[config.mk]
export PLATFORM = sky130hd
export DESIGN_NAME = uart_rx
export DESIGN_NICKNAME = d
export VERILOG_FILES = /design/src/rtl/uart_rx_pkg.sv /design/src/rtl/uart_rx_sampler.sv /design/src/rtl/uart_rx.sv
export SDC_FILE = /design/constraint.sdc
export NUM_CORES = 1
export LEC_CHECK = 0
export CAP_MARGIN = 10
export CORE_ASPECT_RATIO = 1.2
export CORE_MARGIN = 1.5
export CORE_UTILIZATION = 51
export CTS_BUF_LIST = sky130_fd_sc_hd__clkbuf_4 sky130_fd_sc_hd__clkbuf_8
export DETAILED_ROUTE_END_ITERATION = 7
export DONT_BUFFER_PORTS = 1
export MAX_ROUTING_LAYER = met4
export PLACE_DENSITY_LB_ADDON = 0.25
export RECOVER_POWER = 100
export SLEW_MARGIN = 20
export SYNTH_ARGS = -nofsm -noshare
export SYNTH_HDL_FRONTEND = slang
export SYNTH_HIERARCHICAL = 1
export SYNTH_SLANG_ARGS = --single-unit
[constraint.sdc]
create_clock -name clk -period 7.5 [get_ports clk]
set_input_delay 1.125 -clock clk [delete_from_list [all_inputs] [get_ports clk]]
set_output_delay 1.125 -clock clk [all_outputs]
set_load 0.01 [all_outputs]
[src/rtl/uart_rx_pkg.sv]
// Shared definitions for the UART receiver.
//   rx_state_e   : receiver FSM states
//   PAR_EVEN/ODD : encodings of the par_typ input
//   vote_tick()  : tick index of the k-th (0..2) majority-vote sample in a bit
//   majority3()  : 2-of-3 vote
package uart_rx_pkg;

  typedef enum logic [2:0] {
    ST_IDLE   = 3'd0,
    ST_START  = 3'd1,
    ST_DATA   = 3'd2,
    ST_PARITY = 3'd3,
    ST_STOP   = 3'd4
  } rx_state_e;

  localparam logic PAR_EVEN = 1'b0;
  localparam logic PAR_ODD  = 1'b1;

  // Samples sit at PRESCALE/2-1, PRESCALE/2, PRESCALE/2+1 around mid-bit.
  function automatic int unsigned vote_tick(input int unsigned prescale,
                                            input int unsigned idx);
    return prescale / 2 - 1 + idx;
  endfunction

  function automatic logic majority3(input logic a, input logic b, input logic c);
    return (a & b) | (a & c) | (b & c);
  endfunction

endpackage

[src/rtl/uart_rx_sampler.sv]
// Line front end of the UART receiver: 2-flop synchroniser, start-edge
// detector, per-bit tick counter and 3-sample majority vote.
//   clk, rst       : clock, asynchronous active-low reset
//   rx_in          : raw serial line
//   run_i          : tick counter runs while high (frame in progress)
//   bit_val_o      : voted value of the current bit (valid at bit_done_o)
//   bit_done_o     : strobe on the last tick of each bit
//   start_edge_o   : synchronised falling edge (prev 1, current 0)
module uart_rx_sampler
  import uart_rx_pkg::*;
#(
  parameter int unsigned PRESCALE = 8
) (
  input  logic clk,
  input  logic rst,
  input  logic rx_in,
  input  logic run_i,
  output logic bit_val_o,
  output logic bit_done_o,
  output logic start_edge_o
);

  localparam int unsigned TW = (PRESCALE > 1) ? $clog2(PRESCALE) : 1;
  localparam logic [TW-1:0] T_LAST = TW'(PRESCALE - 1);
  localparam logic [TW-1:0] T_V0   = TW'(vote_tick(PRESCALE, 0));
  localparam logic [TW-1:0] T_V1   = TW'(vote_tick(PRESCALE, 1));
  localparam logic [TW-1:0] T_V2   = TW'(vote_tick(PRESCALE, 2));

  logic          sync1_q, sync2_q, prev_q;
  logic [1:0]    fill_q;
  logic [TW-1:0] tick_q;
  logic          s0_q, s1_q, bit_q;

  always_ff @(posedge clk or negedge rst) begin
    if (!rst) begin
      sync1_q <= 1'b1;
      sync2_q <= 1'b1;
      prev_q  <= 1'b0;
      fill_q  <= 2'b00;
      tick_q  <= '0;
      s0_q    <= 1'b1;
      s1_q    <= 1'b1;
      bit_q   <= 1'b1;
    end else begin
      sync1_q <= rx_in;
      sync2_q <= sync1_q;
      // The synchroniser holds its reset value of 1 for two edges after
      // release. prev only follows the line once that fake high is flushed,
      // so a line held low through reset never looks like a falling edge.
      fill_q  <= {fill_q[0], 1'b1};
      prev_q  <= fill_q[1] ? sync2_q : 1'b0;

      // Tick 0 of the start bit is the IDLE cycle that sees the edge.
      if (!run_i || tick_q == T_LAST) tick_q <= '0;
      else                            tick_q <= tick_q + 1'b1;

      if (run_i) begin
        if (tick_q == T_V0) s0_q  <= sync2_q;
        if (tick_q == T_V1) s1_q  <= sync2_q;
        if (tick_q == T_V2) bit_q <= majority3(s0_q, s1_q, sync2_q);
      end
    end
  end

  assign start_edge_o = prev_q & ~sync2_q;
  assign bit_done_o   = run_i & (tick_q == T_LAST);
  assign bit_val_o    = bit_q;

endmodule

[src/rtl/uart_rx.sv]
// UART receiver: frames LSB-first data with optional parity and one stop bit,
// presenting each good word as a one-cycle valid pulse.
//   clk, rst       : clock, asynchronous active-low reset
//   rx_in          : serial line, idle high, asynchronous to clk
//   par_en/par_typ : parity enable / type (0 even, 1 odd), latched at start
//   rx_p_data      : last good received word
//   rx_data_valid  : one-cycle pulse, rx_p_data just updated
//   parity_error   : one-cycle pulse, bad parity at end of frame
//   stop_error     : one-cycle pulse, stop bit sampled low
//   rx_busy        : high whenever the FSM is not IDLE
//   dbg_state_o    : current FSM state (rx_state_e encoding)
module uart_rx
  import uart_rx_pkg::*;
#(
  parameter int unsigned DATA_WIDTH = 8,
  parameter int unsigned PRESCALE   = 8
) (
  input  logic                  clk,
  input  logic                  rst,
  input  logic                  rx_in,
  input  logic                  par_en,
  input  logic                  par_typ,
  output logic [DATA_WIDTH-1:0] rx_p_data,
  output logic                  rx_data_valid,
  output logic                  parity_error,
  output logic                  stop_error,
  output logic                  rx_busy,
  output logic [2:0]            dbg_state_o
);

  localparam int unsigned CW = (DATA_WIDTH > 1) ? $clog2(DATA_WIDTH) : 1;
  localparam logic [CW-1:0] BIT_LAST = CW'(DATA_WIDTH - 1);

  rx_state_e             state_q;
  logic [CW-1:0]         bit_cnt_q;
  logic [DATA_WIDTH-1:0] shreg_q, rx_p_data_q;
  logic                  par_en_q, par_typ_q, par_err_q;
  logic                  valid_q, perr_q, serr_q, busy_q;

  logic bit_val, bit_done, start_edge, run;

  assign run = (state_q != ST_IDLE) | start_edge;

  uart_rx_sampler #(.PRESCALE(PRESCALE)) u_sampler (
    .clk          (clk),
    .rst          (rst),
    .rx_in        (rx_in),
    .run_i        (run),
    .bit_val_o    (bit_val),
    .bit_done_o   (bit_done),
    .start_edge_o (start_edge)
  );

  always_ff @(posedge clk or negedge rst) begin
    if (!rst) begin
      state_q     <= ST_IDLE;
      bit_cnt_q   <= '0;
      shreg_q     <= '0;
      rx_p_data_q <= '0;
      par_en_q    <= 1'b0;
      par_typ_q   <= PAR_EVEN;
      par_err_q   <= 1'b0;
      valid_q     <= 1'b0;
      perr_q      <= 1'b0;
      serr_q      <= 1'b0;
      busy_q      <= 1'b0;
    end else begin
      valid_q <= 1'b0;
      perr_q  <= 1'b0;
      serr_q  <= 1'b0;
      case (state_q)
        ST_IDLE: begin
          if (start_edge) begin
            state_q   <= ST_START;
            busy_q    <= 1'b1;
            par_en_q  <= par_en;
            par_typ_q <= par_typ;
            par_err_q <= 1'b0;
          end
        end
        ST_START: begin
          if (bit_done) begin
            if (bit_val) begin
              // Start bit voted high: it was a glitch, drop silently.
              state_q <= ST_IDLE;
              busy_q  <= 1'b0;
            end else begin
              state_q   <= ST_DATA;
              bit_cnt_q <= '0;
            end
          end
        end
        ST_DATA: begin
          if (bit_done) begin
            shreg_q <= {bit_val, shreg_q[DATA_WIDTH-1:1]};
            if (bit_cnt_q == BIT_LAST) state_q <= par_en_q ? ST_PARITY : ST_STOP;
            else                       bit_cnt_q <= bit_cnt_q + 1'b1;
          end
        end
        ST_PARITY: begin
          if (bit_done) begin
            // Expected parity bit is ^data, inverted for odd parity.
            par_err_q <= bit_val ^ (^shreg_q) ^ par_typ_q;
            state_q   <= ST_STOP;
          end
        end
        ST_STOP: begin
          if (bit_done) begin
            state_q <= ST_IDLE;
            busy_q  <= 1'b0;
            if (par_err_q || !bit_val) begin
              perr_q <= par_err_q;
              serr_q <= ~bit_val;
            end else begin
              rx_p_data_q <= shreg_q;
              valid_q     <= 1'b1;
            end
          end
        end
        default: begin
          state_q <= ST_IDLE;
          busy_q  <= 1'b0;
        end
      endcase
    end
  end

  assign rx_p_data     = rx_p_data_q;
  assign rx_data_valid = valid_q;
  assign parity_error  = perr_q;
  assign stop_error    = serr_q;
  assign rx_busy       = busy_q;
  assign dbg_state_o   = state_q;

endmodule
Word level (Yosys, flattened, before mapping)
Index checks and enable logic that the tools add are counted.
Widths: inputs -> output; s select.

word-level totals
  memory bits (writable) = 0
  memories kept = 0
  flip-flop bits (word level) = 40
  memory bits (read-only) = 0
  bits in latches = 0
  output and inout bits = 15

cells by class
  order comparisons = 0
  shifts and indexed selects = 0
  divide/modulo/power cells = 0
  eq/ne operators = 18
  add/sub/neg operators = 2
  reduce and logical (&&, ||, !) cells = 20
  multiplexer cells = 33
  bitwise gates (word level) = 14
  multipliers = 0

operators with widths
  kind                 number
  $mux 3               12
  $mux 1               16
  $ne 2x2->1 const B   8
  $eq 3x3->1 const B   5
  $pmux 3 s5           1
  $reduce_and 2->1     5
  $reduce_and 5->1     2
  $eq 3x2->1 const B   3
  $reduce_xor 8->1     1
  $add 3x1->3 const B  2
  $pmux 3 s2           1
  $reduce_and 3->1     2
  $reduce_and 6->1     1
  $and 1x1->1          5
  $not 1->1            4
  $pmux 1 s4           1
  $reduce_bool 2->1    2
  $eq 3x1->1 const B   1
  $logic_not 3->1      1
  $or 1x1->1           3
  $reduce_bool 3->1    1
  $logic_not 1->1      2
  $logic_or 1x1->1     2
  $mux 2               1
  other kinds (4)      5

Depth between registers and ports, before layout
  word-level depth = 6
  gate-level depth with buffers = 8

Cells and area by module
The synthesis kept the hierarchy.

modules (own cells, without submodules)
  module           area each (µm²)  cells an instance  times used
  uart_rx          1433.9           105                1
  uart_rx_sampler  461.7            35                 1

Worst setup path before layout
Ideal clock, no wire load.

  path type = reg-to-reg
  start = register u_sampler.sync2_q
  end = register bit_cnt_q[0]
  path buffers = 1
  stages on the path, launching flop included = 9
  arrival time = 2273 ps
  setup slack = 5102 ps
  data required time = 7375 ps
  path through = dfstp_2 and2b_2 or4_1 and2_1 nor2b_1 and3_1 buf_6 nor2b_4 mux2_2

between the ends
  cells in the longest elaborated chain, start to end = 6
  elaborated cells on any way between the ends = 7
  classes of those cells = eq/ne: 2; bitwise: 4; reduce/logical: 1

ends and longest elaborated chain
  element                              RTL line               RTL
  start: declaration                   uart_rx_sampler.sv:29  logic sync1_q, sync2_q, prev_q;
  start signal: assignment             uart_rx_sampler.sv:46  sync2_q <= sync1_q;
  $not 1->1 *                          uart_rx_sampler.sv:65  assign start_edge_o = prev_q & ~sync2_q;
  $and 1x1->1 *                        uart_rx_sampler.sv:65
  net start_edge                       uart_rx.sv:40          logic bit_val, bit_done, start_edge, run;
  $or 1x1->1 *                         uart_rx.sv:42          assign run = (state_q != ST_IDLE) | start_edge;
  net run                              uart_rx.sv:40
  $and 1x1->1 *                        uart_rx_sampler.sv:66  assign bit_done_o = run_i & (tick_q == T_LAST);
  net bit_done                         uart_rx.sv:40
  $ne 2x2->1 (no source line)          --
  $reduce_and 5->1 (no source line) *  --
  end signal: assignment               uart_rx.sv:97          else bit_cnt_q <= bit_cnt_q + 1'b1;
  end: declaration                     uart_rx.sv:35          logic [CW-1:0] bit_cnt_q;

The timed path passes the listed nets; every way through them passes the cells marked *.
A chain may end at the register's enable or synchronous reset.

Worst setup path after layout
Ends and elaborated chain as after synthesis.

==> results.py <==
metrics = {
    "min_path": {
        "hold_class": "register to register",
    },
    "sta": {
        "setup_viol": 0,
        "period_share_pct": 35.3,
        "maxSlewHeadroom_pct": 62.7,
        "hold_violations": 0,
        "drv_slew": 0,
        "tightestPinTransition_ns": 0.559,
        "timing.fmax_mhz": 378,
        "holdWs_ns": 0.351,
        "rsz0062_at_grt": "false",
        "period_minus_slack_ns": 2.65,
        "fin_tns_setup_ns": 0,
        "skew_ns": 0.00866,
    },
    "cts": {
        "cts_max_level": 2,
        "clock-sinks": 40,
        "clock_tree.buffer_depth": 2,
        "cts_setup_buffers": 0,
        "clk_pin_slew_ns": 0.08,
        "cts_tree": "done",
        "cts-root-buf": "clkbuf_8",
        "cts_made_buffers": 5,
        "clk_latency_ns": 0.29,
        "cts_hold_buf": 0,
        "cts-resized-gates": 0,
    },
    "setup_path": {
        "cp-end-kind": "register",
        "path_max_fanout": 9,
        "path_class": "register to register",
        "cp_data_required_time_ns": 7.68,
        "critPathLaunchType": "register",
        "cp_data_arrival_time_ns": 2.82,
    },
    "floorplanning": {
        "die_h_um": 69.8,
        "std_cell_rows": 24,
        "die_w_um": 58.7,
        "coreArea_um2": 3600,
        "ios": 20,
        "dieArea_um2": 4090,
        "start_util_pct": 52.6,
    },
    "synth": {
        "ys_seq_area_share_pct": 53.1,
        "yosysUniqueCellTypes": 43,
        "synth_edf_count": 0,
        "syn_avg_cell_area_um2": 13.5,
        "synth_ff_type": "dfrtp_1",
        "ys_seq_elements": 40,
        "synth_nets": 152,
        "syn_inst": 140,
        "async_reset_ff_share_pct": 100,
        "syn_area_um2": 1900,
        "yosys_warnings": 6,
    },
    "route": {
        "ant_nets": 0,
        "vias_per_cell": 5.69,
        "via_count": 1041,
        "routed_wl_mm": 2.87,
        "drc": 0,
        "first_pass_iters": 4,
        "drt_iter0_markers": 37,
        "post_drt_wl_per_cell_um": 15.7,
    },
    "global_route": {
        "grt_pass1_wl_mm": 5.11,
        "grt_pass1_vias": 1115,
        "met2_usage_pct": 27.3,
        "grt.busiest_layer": "met2",
        "grt_use_met3_pct": 5.04,
        "grt_max_degree": 41,
        "grt_usage_pct": 16.8,
        "grt_use_met1_pct": 19.8,
        "overflow": 0,
        "antenna_found_initial": 0,
    },
    "placement": {
        "postPlaceCellArea_um2": 1910,
        "place_congestion": 0.791,
        "io_buffers": 0,
        "dp.final_hpwl_mm": 2.00,
    },
    "cells_and_area": {
        "drive_above_1_share_pct": 16.0,
        "fillers": 313,
        "syn2layout_area_growth_pct": 3.37,
        "diodes": 0,
        "design_area_um2": 1960,
        "fin_nets": 155,
    },
    "flow_run": {
        "max_cap_viol_count": 0,
    },
    "run_status": {
        "status": "finished clean",
    },
    "power": {
        "ir_drop_v": 0.000149,
        "power.leakage_nw": 0.965,
        "p_per_area_nw_per_um2": 339,
        "power.total_uw": 665,
    },
}
-- report_power, final --
group | switching (mW) | internal (mW)
logic | 0.0740 | 0.0875
clock network | 0.0763 | 0.109
registers | 0.0586 | 0.259
-- synth_stat cells (2+ instances only) --
cell type / count / area share (%)
a21oi_1: 3 / 0.79
a22o_1: 2 / 0.92
and2_1: 2 / 0.66
and2b_2: 2 / 0.92
buf_6: 3 / 1.8
dfrtp_1: 35 / 46
dfstp_2: 5 / 6.9
ha_1: 7 / 4.6
inv_1: 9 / 1.8
mux2_1: 10 / 5.9
mux2_2: 4 / 2.4
mux2_4: 8 / 6.3
nand2_1: 2 / 0.40
nand2b_1: 2 / 0.66
nand3_1: 5 / 1.3
nor2_1: 4 / 0.79
nor2b_1: 2 / 0.66
o21ai_0: 2 / 0.53
o21ai_1: 3 / 0.79
xnor2_1: 7 / 3.2
-- through the flow --
stage | util (%) | setup slack, ns | std cells
2_1_floorplan | - | 5.10 | 140
3_3_place_gp | 52.9 | 4.97 | 175
3_5_place_dp | 52.9 | 4.92 | 175
4_1_cts | 56.3 | 4.89 | 183
5_1_grt | 54.4 | 4.68 | 183
6_report | 54.4 | 4.85 | 183
-- state kept, by name (all words and copies together) (netlist names), 2 cells and up --
name              cells
bit_cnt_q             3
dbg_state_o           3
rx_p_data             8
shreg_q               8
u_sampler/fill_q      2
u_sampler/tick_q      3
-- layer usage --
metal	part of all wire (%)	wire length, µm
met5	0	0
met2	50	1440
met1	45	1300
met4	1.6	46
met3	2.8	81
-- cells by family (layout without fill, tap and decap cells) --
logic type | Yosys count | count (layout) | synth area share, %
xor gates and xnor gates | 9 | 9 | 4.88
buffers and inverters | 13 | 17 | 3.83
other | 1 | 1 | 0.198
DFF | 40 | 40 | 53.1
adders and majority gates | 8 | 8 | 5.21
muxes | 22 | 22 | 14.7
and+or+nand+nor | 31 | 31 | 11.7
AOI/OAI and AO/OA | 16 | 16 | 6.40
-- critical path, cell delays in order (launching register included) --
cell and delay (ns):
dfstp_1 0.57, and2b_1 0.23, or4_1 0.49, and2_0 0.26, nor2b_1 0.18, and3_1 0.34
nor2b_1 0.21, mux2_2 0.25
-- final timing paths --
kind / to / slack (ns) / depth (start not counted) / from
hold reg to reg: u_sampler/fill_q[1] / 0.35 / 0 / u_sampler/fill_q[0]
setup reg to reg: bit_cnt_q[0] / 4.85 / 7 / u_sampler/sync2_q
max in group asynchronous: u_sampler/sync1_q / 6.80 / 0 / rst
hold / removal: u_sampler/fill_q[1] / 0.35 / 0 / u_sampler/fill_q[0]
min in group asynchronous: rx_p_data[6] / 0.52 / 0 / rst
setup / recovery: bit_cnt_q[0] / 4.85 / 7 / u_sampler/sync2_q
-- final cells by class --
type | count | area [µm²] | share of cell area (%)
tap | 39 | 48.8 | 2.49
clock inverter | 2 | 38.8 | 1.98
inverter | 9 | 33.8 | 1.72
sequential | 40 | 1010 | 51.4
multi-input combinational | 87 | 748 | 38.2
clock buffer | 6 | 82.6 | 4.21
-- layout by cell type, fill, tap and decap left out, types with 2 or more instances in the layout --
| master | instances |
|---|---|
| nor2_1 | 4 |
| dfstp_2 | 4 |
| and3_1 | 2 |
| nand2_1 | 2 |
| nor2b_1 | 3 |
| a21oi_1 | 3 |
| mux2_1 | 18 |
| mux2_2 | 4 |
| inv_1 | 9 |
| nand3b_1 | 2 |
| ha_1 | 7 |
| clkbuf_8 | 6 |
| xnor2_1 | 7 |
| o21ai_0 | 5 |
| nand3_1 | 5 |
| a22o_1 | 2 |
| nand2b_1 | 2 |
| dfrtp_1 | 35 |
Note: power is estimated with default switching activity, not from simulation.
